## config.mk

```make
export PLATFORM = sky130hd
export DESIGN_NAME = hazard_forward_unit_flat
export DESIGN_NICKNAME = d
export VERILOG_FILES = /design/src/rtl/hazard_forward_unit_pkg.sv /design/src/rtl/hazard_forward_unit_if.sv /design/src/rtl/hazard_forward_unit_fwd_src_select.sv /design/src/rtl/hazard_forward_unit.sv /design/src/flat_wrapper.sv
export SDC_FILE = /design/constraint.sdc
export NUM_CORES = 1
export LEC_CHECK = 0
export CAP_MARGIN = 20
export CORE_MARGIN = 1.5
export CORE_UTILIZATION = 34
export CTS_BUF_LIST = sky130_fd_sc_hd__clkbuf_2 sky130_fd_sc_hd__clkbuf_4 sky130_fd_sc_hd__clkbuf_8
export DETAILED_ROUTE_END_ITERATION = 10
export PLACE_DENSITY = 0.84
export SYNTH_ARGS = -nofsm -noshare
export SYNTH_HDL_FRONTEND = slang
export SYNTH_SLANG_ARGS = --single-unit
```

## constraint.sdc

```tcl
create_clock -name clk -period 1.8 [get_ports clk]
set_input_delay 0.36 -clock clk [delete_from_list [all_inputs] [get_ports clk]]
set_output_delay 0.36 -clock clk [all_outputs]
set_load 0.01 [all_outputs]
```

## src/rtl/hazard_forward_unit_pkg.sv

```systemverilog
// hazard_pkg: forwarding-select and hazard-FSM encodings plus the supported load-latency range.
package hazard_pkg;

    typedef enum logic [1:0] {
        FWD_RF  = 2'b00,
        FWD_MEM = 2'b01,
        FWD_WB  = 2'b10,
        FWD_LD  = 2'b11
    } fwd_sel_t;

    typedef enum logic [1:0] {
        HZ_IDLE     = 2'd0,
        HZ_LU_STALL = 2'd1,
        HZ_MEM_WAIT = 2'd2
    } hz_state_t;

    localparam int LOAD_LAT_MIN = 1;
    localparam int LOAD_LAT_MAX = 3;

endpackage

```

## src/rtl/hazard_forward_unit_if.sv

```systemverilog
// hazard_forward_unit_if: pipeline <-> hazard unit bundle; perf counter outputs exist only with HAZARD_PERF_EN.
interface hazard_forward_unit_if #(
    parameter int REG_AW = 5,
    parameter int XLEN   = 32
);
    logic [REG_AW-1:0] i_id_rs1, i_id_rs2, i_ex_rd, i_mem_rd, i_wb_rd;
    logic              i_id_use_rs1, i_id_use_rs2;
    logic              i_ex_we, i_mem_we, i_wb_we;
    logic              i_ex_is_load, i_mem_is_load;
    logic              i_dmem_ready, i_br_taken;
    logic [1:0]        o_fwd_a_sel, o_fwd_b_sel, o_hz_state;
    logic              o_stall_if, o_stall_id, o_freeze, o_flush_id, o_flush_ex;
`ifdef HAZARD_PERF_EN
    logic [XLEN-1:0]   o_perf_stall_cnt, o_perf_flush_cnt;
`else
    localparam int unused_perf_w = XLEN;
`endif

    modport master (
        output i_id_rs1, i_id_rs2, i_ex_rd, i_mem_rd, i_wb_rd,
        output i_id_use_rs1, i_id_use_rs2, i_ex_we, i_mem_we, i_wb_we,
        output i_ex_is_load, i_mem_is_load, i_dmem_ready, i_br_taken,
        input  o_fwd_a_sel, o_fwd_b_sel, o_hz_state,
        input  o_stall_if, o_stall_id, o_freeze, o_flush_id, o_flush_ex
`ifdef HAZARD_PERF_EN
        , input o_perf_stall_cnt, o_perf_flush_cnt
`endif
    );

    modport slave (
        input  i_id_rs1, i_id_rs2, i_ex_rd, i_mem_rd, i_wb_rd,
        input  i_id_use_rs1, i_id_use_rs2, i_ex_we, i_mem_we, i_wb_we,
        input  i_ex_is_load, i_mem_is_load, i_dmem_ready, i_br_taken,
        output o_fwd_a_sel, o_fwd_b_sel, o_hz_state,
        output o_stall_if, o_stall_id, o_freeze, o_flush_id, o_flush_ex
`ifdef HAZARD_PERF_EN
        , output o_perf_stall_cnt, o_perf_flush_cnt
`endif
    );

endinterface

```

## src/rtl/hazard_forward_unit_fwd_src_select.sv

```systemverilog
// fwd_src_select: next EX forwarding source for one decode operand; EX beats MEM, x0 never matches.
module fwd_src_select
    import hazard_pkg::*;
#(
    parameter int REG_AW = 5
) (
    input  logic [REG_AW-1:0] i_rs,
    input  logic [REG_AW-1:0] i_ex_rd,
    input  logic              i_ex_we,
    input  logic              i_ex_is_load,
    input  logic [REG_AW-1:0] i_mem_rd,
    input  logic              i_mem_we,
    output fwd_sel_t          o_sel,
    output logic              o_ex_hit
);
    logic w_mem_hit;

    assign o_ex_hit  = i_ex_we && i_rs != '0 && i_rs == i_ex_rd;
    assign w_mem_hit = i_mem_we && i_rs != '0 && i_rs == i_mem_rd;
    assign o_sel     = o_ex_hit ? (i_ex_is_load ? FWD_LD : FWD_MEM) : (w_mem_hit ? FWD_WB : FWD_RF);

endmodule

```

## src/rtl/hazard_forward_unit.sv

```systemverilog
// hazard_forward_unit: load-use stall / memory-wait freeze FSM with registered EX forwarding selects.
// Define HAZARD_PERF_EN to add saturating stall and branch-flush counters.
module hazard_forward_unit
    import hazard_pkg::*;
#(
    parameter int REG_AW   = 5,
    parameter int LOAD_LAT = 1,
    parameter int XLEN     = 32
) (
    input logic                  clk,
    input logic                  rst,
    hazard_forward_unit_if.slave hz
);
    localparam int LAT = LOAD_LAT < LOAD_LAT_MIN ? LOAD_LAT_MIN :
                         (LOAD_LAT > LOAD_LAT_MAX ? LOAD_LAT_MAX : LOAD_LAT);
    localparam logic [1:0] CNT_INIT = 2'(LAT - 1);

    hz_state_t  r_state, r_ret, w_next, w_ret_next, w_cur;
    logic [1:0] r_cnt, w_cnt_next;
    fwd_sel_t   r_fwd_a, r_fwd_b, w_sel_a, w_sel_b;
    logic       w_hit_a, w_hit_b, w_load_use, w_miss;
    logic       w_stall, w_freeze, w_flush_id, w_flush_ex, w_unused;

    fwd_src_select #(.REG_AW(REG_AW)) u_sel_a (
        .i_rs(hz.i_id_rs1), .i_ex_rd(hz.i_ex_rd), .i_ex_we(hz.i_ex_we), .i_ex_is_load(hz.i_ex_is_load),
        .i_mem_rd(hz.i_mem_rd), .i_mem_we(hz.i_mem_we), .o_sel(w_sel_a), .o_ex_hit(w_hit_a)
    );

    fwd_src_select #(.REG_AW(REG_AW)) u_sel_b (
        .i_rs(hz.i_id_rs2), .i_ex_rd(hz.i_ex_rd), .i_ex_we(hz.i_ex_we), .i_ex_is_load(hz.i_ex_is_load),
        .i_mem_rd(hz.i_mem_rd), .i_mem_we(hz.i_mem_we), .o_sel(w_sel_b), .o_ex_hit(w_hit_b)
    );

    assign w_load_use = hz.i_ex_is_load && ((w_hit_a && hz.i_id_use_rs1) || (w_hit_b && hz.i_id_use_rs2));
    // Once the response arrives, MEM_WAIT behaves for that cycle as the state it interrupted.
    assign w_cur  = (r_state == HZ_MEM_WAIT && hz.i_dmem_ready) ? r_ret : r_state;
    assign w_miss = !hz.i_dmem_ready && (r_state == HZ_MEM_WAIT || hz.i_mem_is_load);

    always_comb begin
        w_next     = HZ_IDLE;
        w_ret_next = r_ret;
        w_cnt_next = r_cnt;
        w_freeze   = 1'b0;
        w_stall    = 1'b0;
        w_flush_id = 1'b0;
        w_flush_ex = 1'b0;
        if (w_miss) begin
            w_next     = HZ_MEM_WAIT;
            w_ret_next = r_state == HZ_MEM_WAIT ? r_ret : r_state;
            w_freeze   = 1'b1;
            w_stall    = 1'b1;
        end else if (hz.i_br_taken) begin
            w_cnt_next = '0;
            w_flush_id = 1'b1;
            w_flush_ex = 1'b1;
        end else if (w_cur == HZ_LU_STALL) begin
            w_next     = r_cnt == '0 ? HZ_IDLE : HZ_LU_STALL;
            w_cnt_next = r_cnt == '0 ? '0 : r_cnt - 2'd1;
            w_stall    = 1'b1;
            w_flush_ex = 1'b1;
        end else if (w_load_use) begin
            w_next     = HZ_LU_STALL;
            w_cnt_next = CNT_INIT;
        end
    end

    always_ff @(posedge clk or posedge rst) begin
        if (rst) begin
            r_state <= HZ_IDLE;
            r_ret   <= HZ_IDLE;
            r_cnt   <= '0;
            r_fwd_a <= FWD_RF;
            r_fwd_b <= FWD_RF;
        end else begin
            r_state <= w_next;
            r_ret   <= w_ret_next;
            r_cnt   <= w_cnt_next;
            // Any bubble entering EX carries no forwarding; a freeze keeps the EX operands in place.
            if (!w_freeze) begin
                r_fwd_a <= (w_stall || w_flush_ex) ? FWD_RF : w_sel_a;
                r_fwd_b <= (w_stall || w_flush_ex) ? FWD_RF : w_sel_b;
            end
        end
    end

    assign hz.o_fwd_a_sel = r_fwd_a;
    assign hz.o_fwd_b_sel = r_fwd_b;
    assign hz.o_hz_state  = r_state;
    assign hz.o_stall_if  = w_stall;
    assign hz.o_stall_id  = w_stall;
    assign hz.o_freeze    = w_freeze;
    assign hz.o_flush_id  = w_flush_id;
    assign hz.o_flush_ex  = w_flush_ex;
    assign w_unused       = ^{hz.i_wb_rd, hz.i_wb_we, 1'(XLEN)};

`ifdef HAZARD_PERF_EN
    logic [XLEN-1:0] r_perf_stall, r_perf_flush;

    always_ff @(posedge clk or posedge rst) begin
        if (rst) begin
            r_perf_stall <= '0;
            r_perf_flush <= '0;
        end else begin
            if (w_stall && r_perf_stall != '1)
                r_perf_stall <= r_perf_stall + XLEN'(1);
            if (w_flush_id && r_perf_flush != '1)
                r_perf_flush <= r_perf_flush + XLEN'(1);
        end
    end

    assign hz.o_perf_stall_cnt = r_perf_stall;
    assign hz.o_perf_flush_cnt = r_perf_flush;
`endif

endmodule

```

## src/flat_wrapper.sv

```systemverilog
// flat-port wrapper written by rule: the top's interface ports become plain ports
module hazard_forward_unit_flat import hazard_pkg::*;
#(
    parameter int REG_AW   = 5,
    parameter int LOAD_LAT = 1,
    parameter int XLEN     = 32
)
  (clk, rst, hz_i_id_rs1, hz_i_id_rs2, hz_i_ex_rd, hz_i_mem_rd, hz_i_wb_rd, hz_i_id_use_rs1, hz_i_id_use_rs2, hz_i_ex_we, hz_i_mem_we, hz_i_wb_we, hz_i_ex_is_load, hz_i_mem_is_load, hz_i_dmem_ready, hz_i_br_taken, hz_o_fwd_a_sel, hz_o_fwd_b_sel, hz_o_hz_state, hz_o_stall_if, hz_o_stall_id, hz_o_freeze, hz_o_flush_id, hz_o_flush_ex);
  hazard_forward_unit_if #(.REG_AW(REG_AW), .XLEN(XLEN)) hz_i ();
  input logic clk;
  input logic rst;
  input wire logic [$bits(hz_i.i_id_rs1)-1:0] hz_i_id_rs1;
  input wire logic [$bits(hz_i.i_id_rs2)-1:0] hz_i_id_rs2;
  input wire logic [$bits(hz_i.i_ex_rd)-1:0] hz_i_ex_rd;
  input wire logic [$bits(hz_i.i_mem_rd)-1:0] hz_i_mem_rd;
  input wire logic [$bits(hz_i.i_wb_rd)-1:0] hz_i_wb_rd;
  input wire logic [$bits(hz_i.i_id_use_rs1)-1:0] hz_i_id_use_rs1;
  input wire logic [$bits(hz_i.i_id_use_rs2)-1:0] hz_i_id_use_rs2;
  input wire logic [$bits(hz_i.i_ex_we)-1:0] hz_i_ex_we;
  input wire logic [$bits(hz_i.i_mem_we)-1:0] hz_i_mem_we;
  input wire logic [$bits(hz_i.i_wb_we)-1:0] hz_i_wb_we;
  input wire logic [$bits(hz_i.i_ex_is_load)-1:0] hz_i_ex_is_load;
  input wire logic [$bits(hz_i.i_mem_is_load)-1:0] hz_i_mem_is_load;
  input wire logic [$bits(hz_i.i_dmem_ready)-1:0] hz_i_dmem_ready;
  input wire logic [$bits(hz_i.i_br_taken)-1:0] hz_i_br_taken;
  output wire logic [$bits(hz_i.o_fwd_a_sel)-1:0] hz_o_fwd_a_sel;
  output wire logic [$bits(hz_i.o_fwd_b_sel)-1:0] hz_o_fwd_b_sel;
  output wire logic [$bits(hz_i.o_hz_state)-1:0] hz_o_hz_state;
  output wire logic [$bits(hz_i.o_stall_if)-1:0] hz_o_stall_if;
  output wire logic [$bits(hz_i.o_stall_id)-1:0] hz_o_stall_id;
  output wire logic [$bits(hz_i.o_freeze)-1:0] hz_o_freeze;
  output wire logic [$bits(hz_i.o_flush_id)-1:0] hz_o_flush_id;
  output wire logic [$bits(hz_i.o_flush_ex)-1:0] hz_o_flush_ex;
  assign hz_i.i_id_rs1 = hz_i_id_rs1;
  assign hz_i.i_id_rs2 = hz_i_id_rs2;
  assign hz_i.i_ex_rd = hz_i_ex_rd;
  assign hz_i.i_mem_rd = hz_i_mem_rd;
  assign hz_i.i_wb_rd = hz_i_wb_rd;
  assign hz_i.i_id_use_rs1 = hz_i_id_use_rs1;
  assign hz_i.i_id_use_rs2 = hz_i_id_use_rs2;
  assign hz_i.i_ex_we = hz_i_ex_we;
  assign hz_i.i_mem_we = hz_i_mem_we;
  assign hz_i.i_wb_we = hz_i_wb_we;
  assign hz_i.i_ex_is_load = hz_i_ex_is_load;
  assign hz_i.i_mem_is_load = hz_i_mem_is_load;
  assign hz_i.i_dmem_ready = hz_i_dmem_ready;
  assign hz_i.i_br_taken = hz_i_br_taken;
  assign hz_o_fwd_a_sel = hz_i.o_fwd_a_sel;
  assign hz_o_fwd_b_sel = hz_i.o_fwd_b_sel;
  assign hz_o_hz_state = hz_i.o_hz_state;
  assign hz_o_stall_if = hz_i.o_stall_if;
  assign hz_o_stall_id = hz_i.o_stall_id;
  assign hz_o_freeze = hz_i.o_freeze;
  assign hz_o_flush_id = hz_i.o_flush_id;
  assign hz_o_flush_ex = hz_i.o_flush_ex;
  hazard_forward_unit #(.REG_AW(REG_AW), .LOAD_LAT(LOAD_LAT), .XLEN(XLEN)) u_core (.clk(clk), .rst(rst), .hz(hz_i));
endmodule
```

==> impl_metrics.yaml, run 1 <==
status:
  status: "completed"
sta:
  fin_setup_tns_ns: 0
  fin_skew_ns: 0.005310
  period_share_pct: 99.15
  tightest_slew_ns: 0.3762
  max_freq_mhz: 560.3
  layout_setup_ws_ns: 0.01534
  setup_viol: 0
  min_period_ns: 1.785
  rsz0062_at_grt: "true"
  whs_ns: 0.3683
  relSlewSlack_pct: 74.89
  report.final.slew_viol_count: 0
  hold_viol: 0
final_layout:
  area_growth_pct: 85.03
  fillCellCount: 177
  finish.utilization_pct: 66.36
  insertedDiodeCount: 0
  layout_common_cells: "clkdlybuf4s50_1 (30), buf_4 (18), xnor2_1 (15)"
  final_cells: 176
  nets: 185
  drive_gt1_share_pct: 32.43
  layout_commonest_cell: "clkdlybuf4s50_1"
  final_area_sq_um: 1454
setup_path:
  worst-setup-path-type: "reg2out"
  critical_path.top_delay_family: "simple AND/OR/NAND/NOR gates"
  cp-start-kind: "flop"
  max_stage_delay_ns: 0.41
  worstPathRequired_ns: 1.44
  reg2reg_slack_ns: 0.36
  crit_slowest_cell: "dfrtp_1"
  cp.arrival_ns: 1.42
  path_buf_inv: 1
  path_max_fanout: 3
  endpoint_kind: "primary output"
  cp_cell_sequence: "nand4b_1 -> o22ai_2 -> nor2b_4 -> or2_4 -> buf_6"
placed_design:
  dpl.cell_count: 170
  dp.final_hpwl_mm: 1.996
  place_congestion: 0.8413
  dpl-instance-area_sq_um: 1334
  pre_cts_ws_ns: -0.6455
  numPortBuffers: 40
hold_path:
  hold_path.class: "in2async"
global_routing:
  antenna_found_initial: 0
  grt_max_degree: 11
  overflow: 0
  grt_pass1_vias: 916
  grt_pass1_wl_mm: 3.843
  grtUsageTotal_pct: 19.94
yosys:
  synth_async_sr_flop_share_pct: 100.0
  netlist_area_sq_um: 785.8
  synth-seq-cells: 10
  ys_top_cells_by_area: "dfrtp_1 (32%), xnor2_1 (18%), o211ai_2 (4.8%)"
  syn_area_per_cell_sq_um: 8.929
  synth.top_cell.area_share_pct: 31.85
  synth_nets: 124
  synth_edf_count: 0
  ys_seq_area_share_pct: 31.85
  yosysWarnings: 0
  yosysTopAreaCell: "dfrtp_1"
  post_synth_num_cell_types: 28
  ys.flop_type: "dfrtp_1"
  synth_cells: 88
clocking:
  tritoncts: "built"
  htree_levels: 1
  cts_max_path_buffers: 2
  cts_buffers: 3
  hold_buffers: 0
  clockRootBuffer: "clkbuf_4"
  insertion_delay_ns: 0.27
  cts_num_sinks: 10
  clk_pin_slew_ns: 0.07
power_and_ir_drop:
  power_mw: 0.6845
  p_leak_nw: 0.6230
  p_per_area_nw_per_um2: 470.8
  max-vdd-ir-drop_v: 0.0002976
route:
  detail-route-antenna-nets: 0
  drc: 0
  wl_mm: 2.404
  drtPass1Iterations: 4
  vias: 897
  first_iter_violations: 13
  wire_per_inst_microns: 13.66
  vias_per_cell: 5.097
floorplanning:
  dieArea_sq_um: 2609
  io_pins: 47
  rows: 17
  core_area_sq_um: 2191
  start_util_pct: 35.87
  dieHeight_microns: 51.08
  die_x_microns: 51.08
run:
  cap_viol_max_count: 0
-- area by class of cell --
class | instances | area [sq um] | share of cell area (%)
clock buffer | 4 | 36.28 | 2.496
inverter | 4 | 17.52 | 1.205
timing repair buffer | 59 | 539.3 | 37.09
multi-input combinational | 71 | 574.3 | 39.50
tap | 28 | 35.03 | 2.410
sequential | 10 | 251.5 | 17.30
-- synth_stat cells (2+ instances only) --
cell type / n
a21oi_1: 3
a22o_1: 2
buf_2: 2
dfrtp_1: 10
inv_1: 4
mux2i_1: 2
nand2_1: 4
nand3_1: 5
nand4_1: 3
nor2_1: 6
nor3_1: 3
nor4_1: 2
o211ai_2: 3
o21ai_0: 3
o21ai_1: 2
o22ai_1: 2
or2_2: 2
or4_4: 2
xnor2_1: 16
xor2_1: 4
-- logic make-up after synthesis --
group                     count (synthesis)  synth area share, %
and+or+nand+nor                          32                22.61
AOI/OAI and AO/OA                        17                16.56
muxes                                     2                2.548
DFF                                      10                31.85
buffers and inverters                     7                4.140
xor gates and xnor gates                 20                22.29
-- metal layers --
layer / track usage [%] / up-vias / share of wire [%]
met5: 0 / - / 0
met4: 9.459 / 0 / 2.6
met3: 4.971 / 6 / 6.4
met2: 38.96 / 44 / 54
met1: 19.01 / 410 / 37
li1: - / 437 / -
-- power breakdown --
group | switching, mW | internal [mW] | leakage (nW)
registers | 0.00364 | 0.228 | 0.137
clock network | 0.0794 | 0.123 | 0.0210
logic | 0.106 | 0.144 | 0.465
total | 0.189 | 0.495 | 0.623
-- repair_timing --
action	4_1_cts	5_1_grt
pin swaps	3	5
endpoints found under the setup margin	6	8
buffers inserted	2	0
resized for setup	34	10
-- sequential cells by signal, indices dropped and copies added (netlist names) --
name	count
u_core.r_ret	2
u_core.hz.o_hz_state	2
u_core.hz.o_fwd_b_sel	2
u_core.r_cnt	2
u_core.hz.o_fwd_a_sel	2
-- final timing paths --
kind / start / end / cells past startpoint
worst min-delay path: rst / u_core.hz.o_hz_state[0] / 2
worst max-delay path: u_core.hz.o_hz_state[0] / hz_o_stall_id / 5
min in group clk: u_core.hz.o_fwd_b_sel[1] / u_core.hz.o_fwd_b_sel[1] / 2
max in group asynchronous: rst / u_core.hz.o_hz_state[1] / 2
worst min register to register: u_core.hz.o_fwd_b_sel[1] / u_core.hz.o_fwd_b_sel[1] / 2
worst max register to register: u_core.hz.o_hz_state[1] / u_core.hz.o_fwd_a_sel[0] / 6
(Power assumes the default switching activity.)
==> run 2, diff against run 1 <==
- SLEW_MARGIN: not set -> 20
==> results of run 2 <==
No change in the layout: final DEF, timing and power equal those of run 1.
